==> src/rtl/md5_msg_loader.sv <==
// Packs software-written 32-bit words into 512-bit MD5 blocks and returns the core's digest to software.
// Latency: ack_seq follows data_seq 1 cycle after acceptance; digest_rdata follows the select 1 cycle later.
// Backpressure: blk_valid holds until blk_ready; words arriving during SEND stay unacknowledged until FILL resumes.
module md5_msg_loader #(
    parameter int WORDS_PER_BLK = 16,
    parameter int BLKCNT_W      = 16
) (
    input  logic                          clk,
    input  logic                          reset_n,
    input  logic [31:0]                   ctrl_word,
    input  logic [31:0]                   data_word,
    input  logic [6:0]                    data_seq,
    output logic [31:0]                   status,
    output logic [6:0]                    ack_seq,
    output logic [31:0]                   digest_rdata,
    output logic [32*WORDS_PER_BLK-1:0]   blk_data,
    output logic                          blk_valid,
    output logic                          blk_last,
    input  logic                          blk_ready,
    input  logic [127:0]                  digest_in,
    input  logic                          digest_valid
);

    typedef enum logic [2:0] {
        S_IDLE,
        S_FILL,
        S_SEND,
        S_WAIT_DIGEST,
        S_DONE
    } state_t;

    localparam logic [4:0] IDX_LAST = 5'(WORDS_PER_BLK - 1);

    state_t                state;
    state_t                state_nxt;
    logic                  start_q;
    logic [4:0]            wr_idx;
    logic [BLKCNT_W-1:0]   blk_cnt;
    logic                  done;
    logic                  overrun;
    logic [127:0]          digest;

    logic                  start_pulse;
    logic                  soft_clr;
    logic                  new_word;
    logic                  last_word;
    logic                  busy;
    logic                  blk_pending;

    logic                  begin_msg;
    logic                  accept_word;
    logic                  drop_word;
    logic                  send_fire;
    logic                  digest_cap;

    assign start_pulse = ctrl_word[0] & ~start_q;
    assign soft_clr    = ctrl_word[2];
    assign new_word    = (data_seq != ack_seq);
    assign last_word   = (wr_idx == IDX_LAST);

    assign busy        = (state == S_FILL) || (state == S_SEND) || (state == S_WAIT_DIGEST);
    assign blk_pending = (state == S_SEND) && new_word;

    assign status = {16'(blk_cnt), 7'd0, wr_idx, blk_pending, overrun, done, busy};

    // Next-state and per-cycle action strobes; soft clear overrides every state.
    always_comb begin
        state_nxt   = state;
        begin_msg   = 1'b0;
        accept_word = 1'b0;
        drop_word   = 1'b0;
        send_fire   = 1'b0;
        digest_cap  = 1'b0;

        if (soft_clr) begin
            state_nxt = S_IDLE;
        end else begin
            case (state)
                S_IDLE, S_DONE: begin
                    if (start_pulse) begin
                        state_nxt = S_FILL;
                        begin_msg = 1'b1;
                    end
                    if (new_word) begin
                        drop_word = 1'b1;
                    end
                end
                S_FILL: begin
                    if (new_word) begin
                        accept_word = 1'b1;
                        if (last_word) begin
                            state_nxt = S_SEND;
                        end
                    end
                end
                S_SEND: begin
                    if (blk_valid && blk_ready) begin
                        send_fire = 1'b1;
                        state_nxt = blk_last ? S_WAIT_DIGEST : S_FILL;
                    end
                end
                S_WAIT_DIGEST: begin
                    if (digest_valid) begin
                        digest_cap = 1'b1;
                        state_nxt  = S_DONE;
                    end
                    if (new_word) begin
                        drop_word = 1'b1;
                    end
                end
                default: begin
                    state_nxt = S_IDLE;
                end
            endcase
        end
    end

    always_ff @(posedge clk) begin
        if (!reset_n) begin
            state <= S_IDLE;
        end else begin
            state <= state_nxt;
        end
    end

    always_ff @(posedge clk) begin
        if (!reset_n) begin
            start_q      <= 1'b0;
            ack_seq      <= 7'd0;
            wr_idx       <= 5'd0;
            blk_cnt      <= '0;
            done         <= 1'b0;
            overrun      <= 1'b0;
            blk_valid    <= 1'b0;
            blk_last     <= 1'b0;
            blk_data     <= '0;
            digest       <= '0;
            digest_rdata <= 32'd0;
        end else begin
            start_q <= ctrl_word[0];

            case (ctrl_word[5:4])
                2'd0:    digest_rdata <= digest[31:0];
                2'd1:    digest_rdata <= digest[63:32];
                2'd2:    digest_rdata <= digest[95:64];
                default: digest_rdata <= digest[127:96];
            endcase

            if (soft_clr) begin
                // Re-arm the tracker on the current seq so a stale word is never taken.
                ack_seq   <= data_seq;
                wr_idx    <= 5'd0;
                blk_cnt   <= '0;
                done      <= 1'b0;
                overrun   <= 1'b0;
                blk_valid <= 1'b0;
                blk_last  <= 1'b0;
                digest    <= '0;
            end else begin
                if (begin_msg) begin
                    wr_idx  <= 5'd0;
                    blk_cnt <= '0;
                    done    <= 1'b0;
                end

                if (drop_word) begin
                    ack_seq <= data_seq;
                    overrun <= 1'b1;
                end

                if (accept_word) begin
                    blk_data[32*wr_idx +: 32] <= data_word;
                    ack_seq                   <= data_seq;
                    if (last_word) begin
                        wr_idx    <= 5'd0;
                        blk_last  <= ctrl_word[1];
                        blk_valid <= 1'b1;
                    end else begin
                        wr_idx <= wr_idx + 5'd1;
                    end
                end

                if (send_fire) begin
                    blk_valid <= 1'b0;
                    blk_cnt   <= blk_cnt + 1'b1;
                end

                if (digest_cap) begin
                    digest <= digest_in;
                    done   <= 1'b1;
                end
            end
        end
    end

endmodule
==> config.mk <==
export PLATFORM = sky130hd
export DESIGN_NAME = md5_msg_loader
export DESIGN_NICKNAME = d
export VERILOG_FILES = /design/src/rtl/md5_msg_loader.sv
export SDC_FILE = /design/constraint.sdc
export NUM_CORES = 1
export LEC_CHECK = 0
export CAP_MARGIN = 25
export CELL_PAD_IN_SITES_DETAIL_PLACEMENT = 0
export CELL_PAD_IN_SITES_GLOBAL_PLACEMENT = 2
export CORE_ASPECT_RATIO = 0.75
export CORE_MARGIN = 4
export CORE_UTILIZATION = 31
export CTS_BUF_LIST = sky130_fd_sc_hd__clkbuf_8
export CTS_CLUSTER_DIAMETER = 30
export CTS_CLUSTER_SIZE = 24
export DETAILED_ROUTE_END_ITERATION = 6
export PLACE_DENSITY = 0.95
export SLEW_MARGIN = 20
export SYNTH_ARGS = -nofsm -noshare
export SYNTH_HDL_FRONTEND = slang
export SYNTH_SLANG_ARGS = --single-unit
==> constraint.sdc <==
create_clock -name clk -period 6.65 [get_ports clk]
set_input_delay 1.33 -clock clk [delete_from_list [all_inputs] [get_ports clk]]
set_output_delay 1.33 -clock clk [all_outputs]
set_load 0.01 [all_outputs]
### Yosys cells after proc, flatten, opt, wreduce, memory -nomap -nowiden

Index checks and enable logic that the tools add are counted.

| word-level totals | value |
|---|---|
| register bits after elaboration | 708 |
| input port bits | 203 |
| output and inout port bits | 585 |
| word-level logic and storage cells | 84 |

| operators by class | value |
|---|---|
| add/sub/neg operators | 3 |
| eq/ne operators | 13 |
| shift-type cells | 2 |
| muxes and demuxes | 33 |
| bitwise operators | 4 |
| reduce and logical (&&, ||, !) cells | 17 |

Operators with widths:

| kind | count |
|---|---|
| $bwmux W512 | 1 |
| $shift A32 B34 Y512 const A | 1 |
| $shiftx A32 B34 Y512 | 1 |
| $pmux W32 S3 | 1 |
| $neg A10 Y34 | 1 |
| $mux W16 | 2 |
| $mux W7 | 3 |
| $add A16 B1 Y16 const B | 1 |
| $mux W1 | 16 |
| $mux W3 | 5 |
| $mux W5 | 3 |
| $pmux W3 S4 | 1 |
| $ne A2 B2 Y1 const B | 4 |
| $ne A7 B7 Y1 | 1 |
| $eq A3 B2 Y1 const B | 2 |
| $reduce_bool A2 Y1 | 3 |
| $reduce_or A3 Y1 | 2 |
| $add A5 B1 Y5 const B | 1 |
| $eq A5 B4 Y1 const B | 1 |
| $reduce_and A5 Y1 | 1 |
| $reduce_and A2 Y1 | 2 |
| $reduce_or A2 Y1 | 2 |
| $eq A3 B1 Y1 const B | 1 |
| $eq A3 B3 Y1 const B | 1 |
| other kinds (11) | 15 |

### Longest topological paths before layout

| depth | value |
|---|---|
| depth after elaboration | 7 |
| gate-level depth with buffers | 13 |
| depth with buffers taken out | 9 |

### Worst setup path after synthesis

No wires, ideal clock.

| path | value |
|---|---|
| path type | in2out |
| from | input port data_seq[0] |
| to | output port status[3] |
| arrival | 2374 ps |
| data required time | 5320 ps |
| slack | 2946 ps |
| cell stages on the path | 6 |
| path buffers | 2 |
| path through | xnor2_1 -> and4_1 -> clkbuf_1 -> nand2_2 -> and2_1 -> buf_4 |

| on the way | value |
|---|---|
| longest elaborated chain between the ends | 2 |

RTL lines:

| what | RTL line | source |
|---|---|---|
| start, declared | 12 | `input logic [6:0] data_seq,` |
| $ne A7 B7 Y1 | 58 | `assign new_word = (data_seq != ack_seq);` |
| $logic_and A1 B1 Y1 | 62 | `assign blk_pending = (state == S_SEND) && new_word;` |
| end, declared | 13 | `output logic [31:0] status,` |

No other way between the ends.

### Worst setup path in the final report

Same ends and word-level chain as after synthesis.

==> impl_metrics.toml <==
[status]
status = "complete, no violations"

[timing]
worstMarginPinSlew_ns = 1.04
setup_tns_ns = 0
hold_viol = 0
finalCriticalPeriod_ns = 5.13
fin_skew_ns = 0.0539
slew_headroom_pct = 30.5
setup_violations = 0
rsz0062_at_grt = "false"
timing.final.crit_share_pct = 77.1
clock.fmax_mhz = 195
drv_slew = 0

[logic_synthesis]
ys_dominant_reg_cell = "dfxtp_1"
syn_area_mm2 = 0.0269
ys_warn_count = 0
synth_cell_types = 66
synth_seq_cells = 708
ys_seq_area_share_pct = 52.7
syn_inst = 2806
avgSynthCellArea_um2 = 9.58
synth_edf_count = 0
ys_async_sr_fraction_pct = 0

[worst_setup_path]
crit_cells = 6
crit_fanout = 8
cp.buffers_inverters = 2
slowest_delay_ns = 0.64
r2r-start = "wr_idx[0]"
r2r_cells = 9
crit_arrival_ns = 3.80
cp-start-kind = "input port"
cp_common_cell = "clkdlybuf4s50_1"
crit_slowest_cell = "xnor2_1"
reg2reg_to = "blk_data[386]"
cpLargestDelayFamily = "buffers and inverters"
endpoint_kind = "output pin"
critPathKind = "input port to output pin"
path_cells = "clkdlybuf4s50_1 > xnor2_1 > and4_1 > nand2_2 > and2_1 > clkdlybuf4s50_1"
cp.required_ns = 5.32
cp-startpoint = "data_seq[0]"
r2r_slack_ns = 2.25
crit_end = "status[3]"

[finish]
syn_to_final_growth_pct = 44.1
nNetsFinal = 3728
regArea_mm2 = 0.0142
fin_util_pct = 45.1
drive_gt1_share_pct = 9.88
multi_input_area_mm2 = 0.0117
fill_cells = 8288

[floorplan]
die_h_um = 263
initial_core_util_pct = 31.3
num_io_pins = 788
rows = 93
die_area_mm2 = 0.0915
chipWidth_um = 348
core-area_mm2 = 0.0859

[detailed_routing]
ant_nets = 0
drc = 0
vias = 22900
avgViaCountPerCell = 4.78
wirelength_mm = 107
drtPass1Iterations = 5
wl_per_cell_um = 22.4
first_iter_violations = 1534

[run]
maxCapViolations = 0

[cts]
clockBufferDepth = 3
hold_buffers = 0
clkLatencyLatePin_ns = 0.79
post_cts_buffers = 0
cts_tree = "built"
post_cts_resized = 0
htree_levels = 4
cts_num_sinks = 708
cts_made_buffers = 140
cts_root_buf = "clkbuf_8"
clkTransAtPathRegs_ns = 0.06

[pwr]
p_total_mw = 9.90
peakVddDrop_mv = 0.139
leakagePower_nw = 14.9
powerDensity_mw_per_mm2 = 255

[placed_design]
hpwl_mm = 76.6
io_buffers = 753
place.gp.congestion = 0.835

[min_path]
min_from = "blk_data[19]"
hold_class = "register to register"

[grt]
grt_max_degree = 176
grt_usage_pct = 22.5
antenna_found_initial = 11
grt_pass1_wl_mm = 153
grt_pass1_vias = 21800
overflow = 0
per-stage QoR:
stage	hold WS (ns)	cells	instance area (µm²)	worst slack, ns
after CTS	0.449	4774	38700	1.55
after detailed placement	0.441	4518	35300	1.56
after global placement	0.436	4513	35200	1.56
after global routing	0.465	4780	38700	1.45
after floorplan	0.433	2812	26900	2.95
final	0.448	4782	38700	1.52
kinds of logic (layout without fill, tap and decap cells):
| family | after synthesis | in the layout | share of synthesized area (%) |
|---|---|---|---|
| mux | 493 | 493 | 19.9 |
| flops | 708 | 708 | 52.7 |
| simple gates | 1114 | 1114 | 17.8 |
| fa+ha+maj | 4 | 4 | 0.186 |
| buf+inv | 231 | 1054 | 4.06 |
| compound gates | 245 | 245 | 5.01 |
| other cells | 1 | 14 | 0.0139 |
| xor+xnor | 10 | 10 | 0.326 |
routing by layer:
metal	up-vias	global-route usage (%)	part of all wire, %
li1	10900	-	-
met1	11000	29.3	44
met2	743	34.6	45
met3	194	6.59	7.6
met4	0	9.72	4.0
met5	-	0	0
worst min path at each step:
stage / slack, ns / depth (start not counted) / endpoint
global placement: 0.44 / 2 / blk_data[18]
detailed placement: 0.44 / 2 / blk_data[19]
floorplan: 0.43 / 2 / digest[64]
finish: 0.45 / 2 / blk_data[19]
global route: 0.46 / 2 / digest[99]
CTS: 0.45 / 2 / blk_data[19]
layout make-up:
cell class | instances | area share [%]
Sequential cell | 708 | 36.6
Multi-Input combinational cell | 1873 | 30.3
Timing Repair Buffer | 791 | 20.5
Clock buffer | 164 | 5.83
Tap cell | 1140 | 3.68
Clock inverter | 92 | 2.98
Inverter | 7 | 0.0678
Antenna cell | 7 | 0.0452
flip-flops by register name (all words and copies together) (netlist names), 3 cells and up:
signal	count
ack_seq	7
blk_cnt	16
digest_rdata	32
digest	128
blk_data	512
state	3
wr_idx	5
cell usage after synthesis, types with 9 or more instances:
library cell  instances  area share (%)
nand4_1               9            0.21
xnor2_1              10            0.33
nand2_1             837              12
mux4_2               32             2.7
o21ai_0              67             1.2
buf_6                13            0.54
buf_4                21            0.59
buf_2                37            0.69
dfxtp_1             708              53
clkbuf_1            145             2.0
nor2_1               26            0.36
nand3_1             140             2.6
and2_1               35            0.81
mux2i_1             458              17
a21oi_1             141             2.6
nor3_1               13            0.24
placed cells by master, fill, tap and decap left out, drive strengths merged, types with 3 or more instances in the layout:
cell / count
nand2: 838
clkdlybuf4s50: 751
dfxtp: 708
mux2i: 458
clkbuf: 164
a21oi: 144
nand3: 140
o21ai: 74
buf: 40
and2: 35
clkinv: 35
mux4: 32
nor2: 26
inv: 25
bufinv: 23
clkinvlp: 16
nor3: 15
nand4: 13
xnor2: 10
nor2b: 8
nor4: 8
diode: 7
conb: 7
a31oi: 6
a31o: 5
or3: 5
or4: 5
nand2b: 5
ha: 4
mux2: 3
and3: 3
nor3b: 3
worst register-to-register path, stage by stage (launching register included):
cell and delay (ns):
dfxtp_1 0.78, inv_1 0.30, ha_1 0.37, nor3b_1 0.17
ha_1 0.60, inv_1 0.25, nor3_1 0.43, nand3_2 0.63
buf_4 0.55, mux2i_1 0.20
report_power, final:
group / internal (mW) / leakage, nW / switching (mW)
combinational: 0.133 / 7.46 / 0.207
sequential: 4.25 / 5.70 / 0.00673
clock: 3.20 / 1.75 / 2.10
Power figures use the tool's default switching activity.
